## config.mk

```make
export PLATFORM = sky130hd
export DESIGN_NAME = id_hazard_scoreboard
export DESIGN_NICKNAME = d
export VERILOG_FILES = /design/src/rtl/id_hazard_scoreboard.sv
export SDC_FILE = /design/constraint.sdc
export NUM_CORES = 1
export LEC_CHECK = 0
export ABC_AREA = 1
export CAP_MARGIN = 20
export CORE_MARGIN = 2
export CORE_UTILIZATION = 53
export CTS_CLUSTER_SIZE = 8
export DETAILED_ROUTE_END_ITERATION = 10
export PLACE_DENSITY_LB_ADDON = 0.08
export RECOVER_POWER = 25
export SYNTH_ARGS = -nofsm -noshare
export SYNTH_HDL_FRONTEND = slang
export SYNTH_SLANG_ARGS = --single-unit
```

## constraint.sdc

```tcl
create_clock -name clk -period 3.5 [get_ports clk]
set_input_delay 1.05 -clock clk [delete_from_list [all_inputs] [get_ports clk]]
set_output_delay 1.05 -clock clk [all_outputs]
set_load 0.03 [all_outputs]
```

## src/rtl/id_hazard_scoreboard.sv

```systemverilog
// Purpose: ID-stage RAW hazard scoreboard; per-register countdown until a pending result is forwardable.
// Latency: Stall is combinational from registered countdowns; issue updates take effect the next cycle.
// Backpressure: Stall holds PC/IF-ID and IFWrite=~Stall; an issue presented while stalled is ignored.
module id_hazard_scoreboard #(
    parameter int NREG   = 32,
    parameter int ADDR_W = 5,
    parameter int LAT_W  = 3,
    parameter int CNT_W  = 16
) (
    input  logic              clk,
    input  logic              reset,
    input  logic [ADDR_W-1:0] rs1Addr_id,
    input  logic [ADDR_W-1:0] rs2Addr_id,
    input  logic              rs1_used,
    input  logic              rs2_used,
    input  logic              issue_valid,
    input  logic              issue_regwrite,
    input  logic [ADDR_W-1:0] rdAddr_id,
    input  logic [LAT_W-1:0]  issue_lat,
    input  logic              perf_clr,
    output logic              Stall,
    output logic              IFWrite,
    output logic [NREG-1:0]   busy_vec,
    output logic [CNT_W-1:0]  stall_cycles
);

    // x0 is hardwired zero, so it has no countdown storage at all.
    logic [LAT_W-1:0] cnt_q [1:NREG-1];
    logic [LAT_W-1:0] cnt_d [1:NREG-1];

    logic rs1_pend;
    logic rs2_pend;
    logic fire;

    // Busy flags per register; bit 0 stays clear because x0 is never pending.
    always_comb begin
        busy_vec    = '0;
        for (int r = 1; r < NREG; r++) begin
            busy_vec[r] = (cnt_q[r] != '0);
        end
    end

    // Source lookup by comparison so addresses at or beyond NREG simply never match.
    always_comb begin
        rs1_pend = 1'b0;
        rs2_pend = 1'b0;
        for (int r = 1; r < NREG; r++) begin
            if (rs1Addr_id == ADDR_W'(r) && busy_vec[r]) rs1_pend = 1'b1;
            if (rs2Addr_id == ADDR_W'(r) && busy_vec[r]) rs2_pend = 1'b1;
        end
    end

    // Stall only depends on registered state and source addresses, never on issue_*.
    always_comb begin
        Stall   = (rs1_used & rs1_pend) | (rs2_used & rs2_pend);
        IFWrite = ~Stall;
        fire    = issue_valid & ~Stall;
    end

    // Next countdown: decrement toward zero, and on a write keep the longer of old and new latency
    // so an older slow write to the same register is not masked by a younger fast one.
    always_comb begin
        logic [LAT_W-1:0] dec;
        for (int r = 1; r < NREG; r++) begin
            dec      = (cnt_q[r] == '0) ? '0 : cnt_q[r] - 1'b1;
            cnt_d[r] = dec;
            if (fire && issue_regwrite && rdAddr_id == ADDR_W'(r)) begin
                cnt_d[r] = (issue_lat > dec) ? issue_lat : dec;
            end
        end
    end

    // Countdown registers; reset wins over any issue in the same cycle.
    always_ff @(posedge clk) begin
        for (int r = 1; r < NREG; r++) begin
            if (reset) cnt_q[r] <= '0;
            else       cnt_q[r] <= cnt_d[r];
        end
    end

    // Saturating stall-cycle counter; clear takes priority over counting.
    always_ff @(posedge clk) begin
        if (reset || perf_clr) begin
            stall_cycles <= '0;
        end else if (Stall && stall_cycles != {CNT_W{1'b1}}) begin
            stall_cycles <= stall_cycles + 1'b1;
        end
    end

endmodule

```

* Word-level counts from Yosys, hierarchy flattened *
Memories as Yosys holds them, arrays and structs flattened.
Cells that the tools add are included.

storage, ports and cells
  bits in writable memories = 93
  register bits after elaboration = 16
  memories = 1
  bits of input ports = 25

memory list
  name   words  width  rd ports  clocked after memory_dff  wr ports  RTL line  source
  cnt_q  31     3      31        0                         31        28        logic [LAT_W-1:0] cnt_q [1:NREG-1];

operators by class
  mux-type cells = 189
  order comparisons = 31
  equality and inequality tests = 94
  bitwise operators = 36
  reduce and logical (&&, ||, !) cells = 158
  add/sub/neg operators = 32

operator list
  kind                                              count
  two-way mux 3 bit                                 124
  == test 5 bit, second input constant              48
  == test 5 x 4 -> 1 bit, second input constant     24
  logical AND 1 bit                                 95
  > comparator 3 bit                                31
  logical NOT 3 bit                                 31
  nonzero test 3 bit                                31
  subtractor 3 x 1 -> 3 bit, second input constant  31
  two-way mux 1 bit                                 65
  == test 5 x 3 -> 1 bit, second input constant     12
  bitwise OR 1 bit                                  32
  == test 5 x 2 -> 1 bit, second input constant     6
  adder 16 x 1 -> 16 bit, second input constant     1
  != test 16 bit, second input constant             1
  == test 5 x 1 -> 1 bit, second input constant     3
  bitwise AND 1 bit                                 3
  logical OR 1 bit                                  1
  inverter 1 bit                                    1

* Logic depth before layout (Yosys ltp) *
An unclocked memory read counts as a cell.

  word-level depth = 42
  depth in mapped cells = 17
  gate-level depth less buffers = 17

* Worst setup path before layout *
Ideal clock, no wire load.

  path type = input to output
  from = input port rs1Addr_id[4]
  to = output port IFWrite
  cell stages on the path = 11
  slack = 0.162 ns
  data arrival time = 2.288 ns
  cell sequence = clkbuf_1 > nand3_1 > nand2_1 > nor2_1 > nand2_1 > nor2_2 > nand2_2 > nand2_8 > nand2_4 > buf_8 > inv_1

on the way
  word-level cells in the longest chain between the ends = 36

RTL lines
  element                          RTL line  source
  from (decl)                      12        input logic [ADDR_W-1:0] rs1Addr_id,
  == test 5 x 1 -> 1 bit           48        if (rs1Addr_id == ADDR_W'(r) && busy_vec[r]) rs1_pend = 1'b1;
  logical AND 1 bit                48
  two-way mux 1 bit (30 in a row)  48
  two-way mux 1 bit *              48
  bitwise AND 1 bit *              55        Stall = (rs1_used & rs1_pend) | (rs2_used & rs2_pend);
  bitwise OR 1 bit *               55
  net Stall                        21        output logic Stall,
  inverter 1 bit *                 56        IFWrite = ~Stall;
  to (decl)                        22        output logic IFWrite,

Mark *: on every way through the listed nets, which the timed path passes. The rest lies on a longest branch.

* Worst setup path in the final report *
  from = input port rs1Addr_id[0]
  to = output port IFWrite

on the way
  word-level cells in the longest chain between the ends = 36

RTL lines
  element                          RTL line
  == test 5 x 1 -> 1 bit           48
  logical AND 1 bit                48
  two-way mux 1 bit (30 in a row)  48
  two-way mux 1 bit *              48
  bitwise AND 1 bit *              55
  bitwise OR 1 bit *               55
  inverter 1 bit *                 56

Mark *: on every way between the ends. The rest lies on a longest branch, timed or not.

==> impl_summary.md <==
Placement
Buffers placed on the I/O ports in this run total 73. Summing all placed instances gives a cell area of approximately 12000 µm². The congestion estimate from routability-driven global placement came to 0.902. The placed wire-length estimate after detailed placement is 20500 µm.

Timing
Setup violations remaining at the end of the flow were counted as 0. Setup repair after global routing left no endpoint under its margin. The final number of max-transition violations is 0. At the pin with the least slew margin, the transition time is just under 0.8 ns. The share of the clock period used by the worst path after layout is slightly below 100%. Measured against its own limit, the worst slew margin works out to 47.5%.

Based on the critical path, the design can be clocked at up to 295 MHz. The final critical delay including setup and external delays is 3.39 ns. The setup clock skew after layout is 0.0162 ns. The number of hold violations in the final report came to 0.

Setup path
The signal on the critical path passes through buf_2 -> buf_4 -> nand2_2 -> inv_2 -> nand3_1 -> nand2_1 -> nor2_1 -> nand2_1 -> o21ai_2 -> nand2_2 -> nand2_8 -> nand2_4 -> inv_2 -> buf_6. Data on the critical path is required at its endpoint by 2.45 ns. STA classifies the critical path startpoint as an input port. The slowest cell on the critical path is o21ai_2. The highest net fanout along the worst path is 6. The stage delay of the slowest cell on the critical path is 0.15 ns. For the worst setup path, the data arrival time is 2.34 ns. The category of the most critical setup path is in2out. The nature of the critical path endpoint is an output port.

Routing
The starting DRC count in detailed routing is 453. Detailed routing inserted a total of 10200 vias. The routed wire length is 27300 µm.

The number of iterations in the first detailed-routing pass is 6. Using the TritonRoute via totals, the vias-per-cell ratio works out to a little over 5. The detail route stage leaves a number of antenna-violating nets equal to 0. The wire length per cell after detailed routing is between 10 and 15 µm. For this run, design rule violations remaining after detail routing come to 0.

Run
The reported max-cap violation count is 0.

Layout
The post-route cell area is ~12000 µm². Of the cells placed in the final design, the portion with a size suffix greater than 1 is approximately 7.6%. The signed area change from the synthesized netlist to the final layout is 12.2%.

The final net count is about 1900. Once layout is complete, the utilization of the core stands at 60.1%. The repair_antennas step left the layout with diodes totalling 0.

Pwr
IR analysis of the VDD net gives a maximum drop of 0.241 mV. The overall power after layout is 2.93 mW. The fraction of power spent switching nets is 33.1%. Power spread over the standard cell area amounts to 242 nW/µm². The clock network fraction of total power is 36.7%. Combinational cells account for 20.5% of the total power.

The switching power total is 0.969 mW. The internal portion of the total power is just under 2 mW. The analysis attributes to cell leakage a power of 6.41 nW. The share of total power in sequential cells is 42.9%.

Yosys
Summed over all instances, the cell type with the most area after synthesis is dfxtp_1. The post-synthesis instance area is 10800 µm². The post-synthesis net count is 1821.

The mean instance size in the synthesized netlist is 6.56 µm². The share of Yosys cell area claimed by the top area cell type is 20.3%. The share of synthesized area occupied by flip-flops and latches is between 20% and 30%. Counting flops and latches in the post-synthesis netlist gives 109. The synthesized netlist contains 31 unique library cells.

During synthesis, Yosys emitted a total of 0 warnings. Yosys attributes the largest share of cell area to dfxtp_1, ha_1, nand2_1. The number of cells produced by synthesis is approximately 1600.

Floorplanning
The I/O pin count is 75. For this configuration, the core starts out at a cell density of between 50% and 60%. The die boundary height is 147 µm.

The standard cell core area is 20100 µm². The die area is about 21000 µm². The row count is 52. The die is 147 µm wide.

GRT
In the global route stage, overall resource usage came out at 25.9%. The initial antenna violation count is 0. The largest net degree at the start of global routing is 94. The wire length of the first global-routing pass is 45500 µm. The via count of the first global-routing pass was 9259.

Global routing finished with a remaining overflow of 0.

CTS
TritonCTS built the clock tree. The root buffer selected by CTS is clkbuf_16. The insertion delay to the later sink of the worst-skew pair is 0.37 ns.

After clock tree synthesis, the flow added hold-fix buffers numbering 0. The H-tree was split into 3 levels. After clock tree synthesis, the clock-pin slew on the worst setup and hold paths is approximately 0.090 ns. The total CTS buffers is 9. The number of sinks handled by clock tree synthesis is 109. Counting along the longest clock path gives a buffer depth of 2.

Outcome
The run finished with clean final reports.

Hold path
In this run the worst hold path is classified as reg2reg.
synthesized netlist by cell type (all sizes together):
cell type,n
nand2,412
nand3,89
nand4,41
nor3,17
a21oi,76
nor4,2
dfxtp,109
ha,154
mux2i,31
buf,23
xor2,12
nor2,363
inv,196
xnor2,2
conb,1
a21o,1
o21ai,99
clkbuf,14
state kept, by name (all words and copies together), names as in the netlist:
name and flops:
cnt_q 93, stall_cycles 16
worst max-delay path, delay by kind of cell:
family / cells / cell delay (ns)
and+or+nand+nor: 8 / 0.60
AOI/OAI and AO/OA: 1 / 0.15
buffers and inverters: 5 / 0.53
power groups by stage:
stage                     Combinational, mW  Clock, mW  Sequential [mW]
after floorplan                       0.413          0             1.28
after global placement                0.588          0             1.28
after detailed placement              0.600          0             1.28
after CTS                             0.605       1.10             1.26
after global routing                  0.670       1.14             1.26
final                                 0.599       1.07             1.26
per-stage QoR:
| step | worst slack, ns | TNS, ns | std cells | hold WS, ns |
|---|---|---|---|---|
| floorplan | 0.162 | 0 | 1642 | 0.555 |
| global placement | -0.349 | -1.02 | 1977 | 0.485 |
| detailed placement | -0.373 | -2.30 | 1977 | 0.490 |
| CTS | 0.00556 | 0 | 1994 | 0.505 |
| global route | 0.0107 | 0 | 1994 | 0.525 |
| finish | 0.114 | 0 | 1994 | 0.498 |
per-layer routing:
metal | routed length (µm) | part of all wire (%) | track usage (%) | up-vias
met4 | 396 | 1.5 | 6.41 | 0
met2 | 12500 | 46 | 43.8 | 187
li1 | - | - | - | 5382
met1 | 13200 | 48 | 35.2 | 4621
met3 | 1160 | 4.2 | 3.28 | 25
met5 | 0 | 0 | 0 | -
worst paths after layout:
| kind | from | to | slack (ns) | cells after the start |
|---|---|---|---|---|
| setup reg to reg | cnt_q[0][87]$_SDFF_PP0_ | cnt_q[0][11]$_SDFF_PP0_ | 0.43 | 16 |
| setup / recovery | rs1Addr_id[0] | IFWrite | 0.11 | 14 |
| hold / removal | stall_cycles[9]$_SDFFE_PP0P_ | stall_cycles[9]$_SDFFE_PP0P_ | 0.50 | 2 |
| hold reg to reg | stall_cycles[9]$_SDFFE_PP0P_ | stall_cycles[9]$_SDFFE_PP0P_ | 0.50 | 2 |
cells by family after synthesis:
| family | after synthesis | synth area share, % |
|---|---|---|
| buffers and inverters | 233 | 9.55 |
| other | 1 | 0.0348 |
| AOI/OAI and AO/OA | 176 | 8.59 |
| xor gates and xnor gates | 14 | 1.14 |
| adders and majority gates | 154 | 17.9 |
| muxes | 31 | 2.88 |
| DFF | 109 | 20.3 |
| and+or+nand+nor | 924 | 39.7 |
repair_timing:
| action | 4_1_cts | 5_1_grt |
|---|---|---|
| endpoints found under the setup margin | 2 | 2 |
| gates resized for setup | 28 | 23 |
| buffers inserted | 0 | 0 |
| endpoints found under the hold margin | 0 | 0 |
| cloned | 1 | 0 |
| pin swaps | 1 | 7 |
layout by cell type (no fill, tap or decap), types with 2 or more instances in the layout:
cell type        instances
clkinv_4                 3
inv_1                  184
nand2_1                399
dlygate4sd3_1           16
buf_2                    8
xnor2_1                  2
nand4_1                 13
a21oi_2                 10
inv_8                    3
nor3_1                  17
xor2_1                  12
dfxtp_1                109
nor2_2                   6
clkbuf_4                 2
nor2_4                   3
nand3_1                 88
inv_2                   12
clkbuf_2                 3
buf_4                   19
clkbuf_16                9
nor2_1                 354
nor4_1                   2
o21ai_0                 98
buf_12                   7
ha_1                   154
a21oi_1                 66
nand2_4                  2
clkdlybuf4s50_1         44
mux2i_1                 31
nand2_8                  2
buf_6                    2
nand2_2                  9
nand4_4                 28
cell type report:
cell class | instances | area [µm²]
clock buffer | 9 | 225
inverter | 196 | 736
sequential | 109 | 2180
timing repair buffer | 103 | 988
multi-input combinational | 1300 | 7540
fill | 1975 | 8020
clock inverter | 7 | 76.3
tap | 270 | 338
No activity file was read; power rests on OpenSTA's default activity.
